## config.mk

```make
export PLATFORM = sky130hd
export DESIGN_NAME = lsu_mem_port_flat
export DESIGN_NICKNAME = d
export VERILOG_FILES = /design/src/rtl/lsu_pkg.sv /design/src/rtl/lsu_mem_port_if.sv /design/src/rtl/lsu_load_extend.sv /design/src/rtl/lsu_mem_port.sv /design/src/flat_wrapper.sv
export SDC_FILE = /design/constraint.sdc
export NUM_CORES = 1
export LEC_CHECK = 0
export ABC_CLOCK_PERIOD_IN_PS = 3990
export CAP_MARGIN = 15
export CORE_MARGIN = 5
export CORE_UTILIZATION = 38
export DETAILED_ROUTE_END_ITERATION = 10
export GPL_TIMING_DRIVEN = 0
export PLACE_DENSITY = 0.69
export SYNTH_ARGS = -nofsm -noshare
export SYNTH_HDL_FRONTEND = slang
export SYNTH_SLANG_ARGS = --single-unit
```

## constraint.sdc

```tcl
create_clock -name clk -period 3.99 [get_ports clk]
set_input_delay 0.399 -clock clk [delete_from_list [all_inputs] [get_ports clk]]
set_output_delay 0.399 -clock clk [all_outputs]
set_load 0.03 [all_outputs]
```

## src/rtl/lsu_pkg.sv

```systemverilog
// Shared types and helpers for the MEM-stage load/store unit.
package lsu_pkg;

  typedef enum logic [2:0] {
    ST_IDLE,
    ST_LD,
    ST_RMW_RD,
    ST_WR,
    ST_RESP
  } lsu_state_e;

  localparam logic [2:0] F3_B  = 3'b000;
  localparam logic [2:0] F3_H  = 3'b001;
  localparam logic [2:0] F3_W  = 3'b010;
  localparam logic [2:0] F3_BU = 3'b100;
  localparam logic [2:0] F3_HU = 3'b101;

  // Bytes touched by an access; only funct3[1:0] matters for size.
  function automatic logic [2:0] access_size(input logic [2:0] funct3);
    case (funct3[1:0])
      2'b00:   return 3'd1;
      2'b01:   return 3'd2;
      default: return 3'd4;
    endcase
  endfunction

endpackage

```

## src/rtl/lsu_mem_port_if.sv

```systemverilog
// Pipeline request/response and data-memory bus of the load/store unit.
// slave = the load/store unit, master = pipeline plus data memory.
interface lsu_mem_port_if;

  logic        req_valid;
  logic        req_ready;
  logic        req_we;
  logic [2:0]  req_funct3;
  logic [31:0] req_addr;
  logic [31:0] req_wdata;

  logic        resp_valid;
  logic        resp_err;
  logic [31:0] resp_rdata;

  logic [31:0] mem_addr;
  logic [31:0] mem_wr_data;
  logic        mem_read;
  logic        mem_write;
  logic [31:0] mem_rd_data;

  modport slave (
    input  req_valid, req_we, req_funct3, req_addr, req_wdata, mem_rd_data,
    output req_ready, resp_valid, resp_err, resp_rdata,
           mem_addr, mem_wr_data, mem_read, mem_write
  );

  modport master (
    output req_valid, req_we, req_funct3, req_addr, req_wdata, mem_rd_data,
    input  req_ready, resp_valid, resp_err, resp_rdata,
           mem_addr, mem_wr_data, mem_read, mem_write
  );

endinterface

```

## src/rtl/lsu_load_extend.sv

```systemverilog
// Combinational sign/zero extension of the low byte/halfword of a load word.
module lsu_load_extend
  import lsu_pkg::*;
(
  input  logic [2:0]  i_funct3,
  input  logic [31:0] i_word,
  output logic [31:0] o_data
);

  always_comb begin
    o_data = i_word;
    case (i_funct3)
      F3_B:    o_data = {{24{i_word[7]}}, i_word[7:0]};
      F3_H:    o_data = {{16{i_word[15]}}, i_word[15:0]};
      F3_BU:   o_data = {24'h000000, i_word[7:0]};
      F3_HU:   o_data = {16'h0000, i_word[15:0]};
      default: o_data = i_word;
    endcase
  end

endmodule

```

## src/rtl/lsu_mem_port.sv

```systemverilog
// MEM-stage load/store unit: range/encoding checks, load extension, SB/SH as
// read-modify-write. Define LSU_MISALIGN_CHECK_EN to reject misaligned H/W accesses.
module lsu_mem_port
  import lsu_pkg::*;
#(
  parameter int unsigned MEM_BYTES = 1024
)
(
  input  logic           clk,
  input  logic           rst,
  lsu_mem_port_if.slave  bus
);

  lsu_state_e  r_state;
  logic [2:0]  r_funct3;
  logic [31:0] r_addr;
  logic [31:0] r_wdata;
  logic        r_req_ready;
  logic        r_resp_valid;
  logic        r_resp_err;
  logic [31:0] r_resp_rdata;
  logic        r_mem_read;
  logic        r_mem_write;
  logic [31:0] r_mem_wr_data;

  logic        w_illegal;
  logic        w_range_err;
  logic        w_misalign;
  logic        w_err;
  logic [32:0] w_end;
  logic [31:0] w_ext;
  logic [31:0] w_merge;

  assign w_illegal = bus.req_we ? (bus.req_funct3 > F3_W)
                                : (bus.req_funct3 == 3'b011 || bus.req_funct3[2:1] == 2'b11);

  // 33-bit sum so an address near 2^32 wrapping past zero still counts as out of range.
  assign w_end       = {1'b0, bus.req_addr} + {30'b0, access_size(bus.req_funct3)};
  assign w_range_err = w_end > 33'(MEM_BYTES);

`ifdef LSU_MISALIGN_CHECK_EN
  assign w_misalign = (bus.req_funct3[1:0] == 2'b01 && bus.req_addr[0]) ||
                      (bus.req_funct3[1:0] == 2'b10 && bus.req_addr[1:0] != 2'b00);
`else
  assign w_misalign = 1'b0;
`endif

  assign w_err = w_illegal | w_range_err | w_misalign;

  lsu_load_extend u_load_extend (
    .i_funct3 (r_funct3),
    .i_word   (bus.mem_rd_data),
    .o_data   (w_ext)
  );

  // Merge happens as the read word arrives, so the WR state drives a ready word.
  assign w_merge = r_funct3[0] ? {bus.mem_rd_data[31:16], r_wdata[15:0]}
                               : {bus.mem_rd_data[31:8],  r_wdata[7:0]};

  always_ff @(posedge clk) begin
    if (rst) begin
      r_state       <= ST_IDLE;
      r_funct3      <= '0;
      r_addr        <= '0;
      r_wdata       <= '0;
      r_req_ready   <= 1'b1;
      r_resp_valid  <= 1'b0;
      r_resp_err    <= 1'b0;
      r_resp_rdata  <= '0;
      r_mem_read    <= 1'b0;
      r_mem_write   <= 1'b0;
      r_mem_wr_data <= '0;
    end else begin
      case (r_state)
        ST_IDLE: begin
          if (bus.req_valid) begin
            r_funct3    <= bus.req_funct3;
            r_addr      <= bus.req_addr;
            r_wdata     <= bus.req_wdata;
            r_req_ready <= 1'b0;
            if (w_err) begin
              r_resp_valid <= 1'b1;
              r_resp_err   <= 1'b1;
              r_state      <= ST_RESP;
            end else if (!bus.req_we) begin
              r_mem_read <= 1'b1;
              r_state    <= ST_LD;
            end else if (bus.req_funct3 == F3_W) begin
              r_mem_write   <= 1'b1;
              r_mem_wr_data <= bus.req_wdata;
              r_state       <= ST_WR;
            end else begin
              r_mem_read <= 1'b1;
              r_state    <= ST_RMW_RD;
            end
          end
        end
        ST_LD: begin
          r_mem_read   <= 1'b0;
          r_resp_valid <= 1'b1;
          r_resp_rdata <= w_ext;
          r_state      <= ST_RESP;
        end
        ST_RMW_RD: begin
          r_mem_read    <= 1'b0;
          r_mem_write   <= 1'b1;
          r_mem_wr_data <= w_merge;
          r_state       <= ST_WR;
        end
        ST_WR: begin
          r_mem_write   <= 1'b0;
          r_mem_wr_data <= '0;
          r_resp_valid  <= 1'b1;
          r_state       <= ST_RESP;
        end
        ST_RESP: begin
          r_resp_valid <= 1'b0;
          r_resp_err   <= 1'b0;
          r_resp_rdata <= '0;
          r_req_ready  <= 1'b1;
          r_state      <= ST_IDLE;
        end
        default: r_state <= ST_IDLE;
      endcase
    end
  end

  assign bus.req_ready   = r_req_ready;
  assign bus.resp_valid  = r_resp_valid;
  assign bus.resp_err    = r_resp_err;
  assign bus.resp_rdata  = r_resp_rdata;
  assign bus.mem_addr    = r_addr;
  assign bus.mem_wr_data = r_mem_wr_data;
  // Strobes are gated by rst so an aborted WR never reaches memory.
  assign bus.mem_read    = r_mem_read & ~rst;
  assign bus.mem_write   = r_mem_write & ~rst;

endmodule

```

## src/flat_wrapper.sv

```systemverilog
// flat-port wrapper written by rule: the top's interface ports become plain ports
module lsu_mem_port_flat import lsu_pkg::*;
#(
  parameter int unsigned MEM_BYTES = 1024
)
  (clk, rst, bus_req_valid, bus_req_we, bus_req_funct3, bus_req_addr, bus_req_wdata, bus_mem_rd_data, bus_req_ready, bus_resp_valid, bus_resp_err, bus_resp_rdata, bus_mem_addr, bus_mem_wr_data, bus_mem_read, bus_mem_write);
  lsu_mem_port_if bus_i ();
  input  logic clk;
  input  logic rst;
  input wire logic [$bits(bus_i.req_valid)-1:0] bus_req_valid;
  input wire logic [$bits(bus_i.req_we)-1:0] bus_req_we;
  input wire logic [$bits(bus_i.req_funct3)-1:0] bus_req_funct3;
  input wire logic [$bits(bus_i.req_addr)-1:0] bus_req_addr;
  input wire logic [$bits(bus_i.req_wdata)-1:0] bus_req_wdata;
  input wire logic [$bits(bus_i.mem_rd_data)-1:0] bus_mem_rd_data;
  output wire logic [$bits(bus_i.req_ready)-1:0] bus_req_ready;
  output wire logic [$bits(bus_i.resp_valid)-1:0] bus_resp_valid;
  output wire logic [$bits(bus_i.resp_err)-1:0] bus_resp_err;
  output wire logic [$bits(bus_i.resp_rdata)-1:0] bus_resp_rdata;
  output wire logic [$bits(bus_i.mem_addr)-1:0] bus_mem_addr;
  output wire logic [$bits(bus_i.mem_wr_data)-1:0] bus_mem_wr_data;
  output wire logic [$bits(bus_i.mem_read)-1:0] bus_mem_read;
  output wire logic [$bits(bus_i.mem_write)-1:0] bus_mem_write;
  assign bus_i.req_valid = bus_req_valid;
  assign bus_i.req_we = bus_req_we;
  assign bus_i.req_funct3 = bus_req_funct3;
  assign bus_i.req_addr = bus_req_addr;
  assign bus_i.req_wdata = bus_req_wdata;
  assign bus_i.mem_rd_data = bus_mem_rd_data;
  assign bus_req_ready = bus_i.req_ready;
  assign bus_resp_valid = bus_i.resp_valid;
  assign bus_resp_err = bus_i.resp_err;
  assign bus_resp_rdata = bus_i.resp_rdata;
  assign bus_mem_addr = bus_i.mem_addr;
  assign bus_mem_wr_data = bus_i.mem_wr_data;
  assign bus_mem_read = bus_i.mem_read;
  assign bus_mem_write = bus_i.mem_write;
  lsu_mem_port #(.MEM_BYTES(MEM_BYTES)) u_core (.clk(clk), .rst(rst), .bus(bus_i));
endmodule
```

==> results.sh <==
export IMPL_netlist_instances=769
export IMPL_ys_seq_elements=123
export IMPL_synth_avg_cell_area_um2=7.89
export IMPL_ant_nets=0
export IMPL_routed_wl_um=21200
export IMPL_synth_edff_count=0
export IMPL_ys_dominant_reg_cell="dfxtp_1"
export IMPL_outcome="completed"
export IMPL_clock_sinks=123
export IMPL_final_nets=1095
export IMPL_max_cap_violations=0
export IMPL_vias=6414
export IMPL_postCtsHoldBufs=0
export IMPL_clock_path_buffers=2
export IMPL_power_per_cell_area_nw_per_um2=366
export IMPL_worstPathArrival_ns=3.96
export IMPL_setup_tns_ns=0
export IMPL_dp_cells=1184
export IMPL_die_y_um=136
export IMPL_grt_pass1_vias=6124
export IMPL_min_path_type="in -> reg"
export IMPL_p_leak_nw=3.04
export IMPL_drt_iter0_markers=331
export IMPL_crit_type="in -> reg"
export IMPL_layout_commonest_cell="clkdlybuf4s50_1"
export IMPL_diodes=0
export IMPL_root_buffer="clkbuf_16"
export IMPL_peakVddDrop_v=0.000270
export IMPL_cts_buffers=17
export IMPL_io_pins=204
export IMPL_port_buffers=199
export IMPL_dr_pass1_iters=4
export IMPL_maxSlewHeadroom_pct=36.2
export IMPL_synth_top_area_cell="dfxtp_1"
export IMPL_grt_overflow_total=0
export IMPL_hold_violations=0
export IMPL_startpoint_type="primary input"
export IMPL_coreArea_um2=15800
export IMPL_syn_cell_area_um2=6070
export IMPL_maxSlewViolCount=0
export IMPL_post_route_min_period_ns=3.64
export IMPL_die_area_um2=18600
export IMPL_grt_max_degree=17
export IMPL_die_w_um=136
export IMPL_placementRows=46
export IMPL_synthTopCellsByArea="dfxtp_1 41%, nand2_1 8.7%, a221oi_2 7.4%"
export IMPL_seq_area_um2=2460
export IMPL_multi_input_area_um2=3290
export IMPL_areaGrowthSynthToFinish_pct=47.4
export IMPL_rsz0062_at_grt="false"
export IMPL_period_share_pct=91.3
export IMPL_track_usage_pct=22.7
export IMPL_setup_viol=0
export IMPL_initial_core_util_pct=38.5
export IMPL_finalClockSkew_ns=0.00686
export IMPL_clk_latency_ns=0.42
export IMPL_synth_cell_types=57
export IMPL_fin_cells=1217
export IMPL_grt_pass1_wl_um=32700
export IMPL_via_per_inst=5.27
export IMPL_synth_fp_nets=876
export IMPL_yosysSeqAreaShare_pct=40.6
export IMPL_synthArstFlopShare_pct=0
export IMPL_worstMarginPinSlew_ns=0.949
export IMPL_crit_required_ns=4.31
export IMPL_drive_gt1_share_pct=8.59
export IMPL_fillerInstances=1555
export IMPL_fmax_mhz=274
export IMPL_crit_path_end_kind="flip-flop"
export IMPL_drc=0
export IMPL_clk_pin_slew_ns=0.05
export IMPL_cp_max_fo=10
export IMPL_hpwl_um=16300
export IMPL_antenna_found_initial=2
export IMPL_cts_tree="done"
export IMPL_post_drt_wl_per_cell_um=17.4
export IMPL_h_tree_depth=4
export IMPL_ys_warn_count=0
export IMPL_final_cell_mix="199 x clkdlybuf4s50_1, 140 x nand2_1, 123 x dfxtp_1"
export IMPL_gp_congestion=0.913
export IMPL_synth_top_area_share_pct=40.6
==> synthesized netlist by cell type, drive strengths merged (2+ instances only) <==
master,n
mux2i,10
nand4,9
a41oi,2
dfxtp,123
a31oi,31
a21oi,90
a21o,2
or3,3
buf,11
nand3,12
clkbuf,54
nor3,10
nor2,111
nand2,140
nor4,10
o31ai,8
and3,2
inv,9
nor2b,4
a221oi,32
o21ai,43
or4,2
and4,2
ha,3
xnor2,11
or4b,2
a22oi,8
xor2,8
==> flip-flops by register name, indices dropped and copies added, names as in the netlist <==
name                    flops
u_core.bus.req_ready        1
u_core.r_mem_read           1
u_core.r_wdata             16
u_core.bus.resp_valid       1
u_core.r_mem_write          1
u_core.bus.mem_addr        32
u_core.bus.mem_wr_data     32
u_core.bus.resp_rdata      32
u_core.bus.resp_err         1
u_core.r_funct3             3
u_core.r_state              3
==> stage by stage <==
step	hold slack, ns	total power (W)	setup slack [ns]	util (%)	cell area, µm²
2_1_floorplan	0.436	0.00151	0.748	-	6070
3_3_place_gp	0.433	0.00174	-0.319	52.8	8330
3_5_place_dp	0.438	0.00174	-0.344	52.8	8330
4_1_cts	0.284	0.00330	0.0900	56.6	8920
5_1_grt	0.315	0.00340	0.0716	56.7	8940
6_report	0.300	0.00327	0.346	56.7	8940
==> layout make-up <==
cell class / instances / share of cell area (%)
clock buffers: 19 / 4.95
multi-input cells: 572 / 36.8
well taps: 216 / 3.02
inverters: 9 / 0.378
plain buffers: 65 / 3.29
flip-flops and latches: 123 / 27.5
clock inverters: 13 / 1.68
repair buffers: 200 / 22.4
==> cells by family after synthesis <==
kind of cell | count (synthesis) | synth area share, %
buf+inv | 74 | 5.40
mux | 11 | 1.84
flops | 123 | 40.6
simple gates | 310 | 22.3
compound gates | 228 | 26.2
fa+ha+maj | 4 | 0.949
xor+xnor | 19 | 2.74
==> per-layer routing <==
| layer | GRT usage (%) | share of wire [%] |
|---|---|---|
| met1 | 27.2 | 41 |
| met2 | 38.3 | 48 |
| met3 | 7.88 | 9.7 |
| met4 | 6.72 | 1.9 |
| met5 | 0 | 0.099 |
==> power breakdown <==
group | leakage, nW | internal (W) | switching (W)
sequential | 1.00 | 0.00126 | 0.0000169
clock | 0.284 | 0.000990 | 0.000570
combinational | 1.76 | 0.000189 | 0.000246
==> final timing paths <==
check                       startpoint                   endpoint  slack (ns)  cells after the start
max                  bus_req_funct3[1]  u_core.bus.mem_wr_data[0]        0.35                     14
min                    bus_req_addr[6]     u_core.bus.mem_addr[6]        0.30                      3
max reg2reg          u_core.r_state[1]  u_core.bus.mem_wr_data[4]        1.39                      7
min reg2reg  u_core.bus.resp_rdata[20]  u_core.bus.resp_rdata[20]        0.45                      2
==> worst max-delay path, stage by stage <==
cell             delay [ns]
clkdlybuf4s50_1        0.62
nor2_1                 0.07
ha_1                   0.21
fa_1                   0.44
a21o_1                 0.24
xnor2_1                0.14
a41oi_1                0.20
o32ai_1                0.11
a41oi_1                0.35
nor4_4                 0.08
buf_4                  0.18
a311o_2                0.46
buf_6                  0.19
a221oi_1               0.26
==> what timing repair did <==
action,in CTS,in global routing
hold endpoints to repair,0,0
gates resized for setup,0,2
buffers inserted,0,1
setup endpoints to repair,0,32
Note: power is estimated with default switching activity, not from simulation.
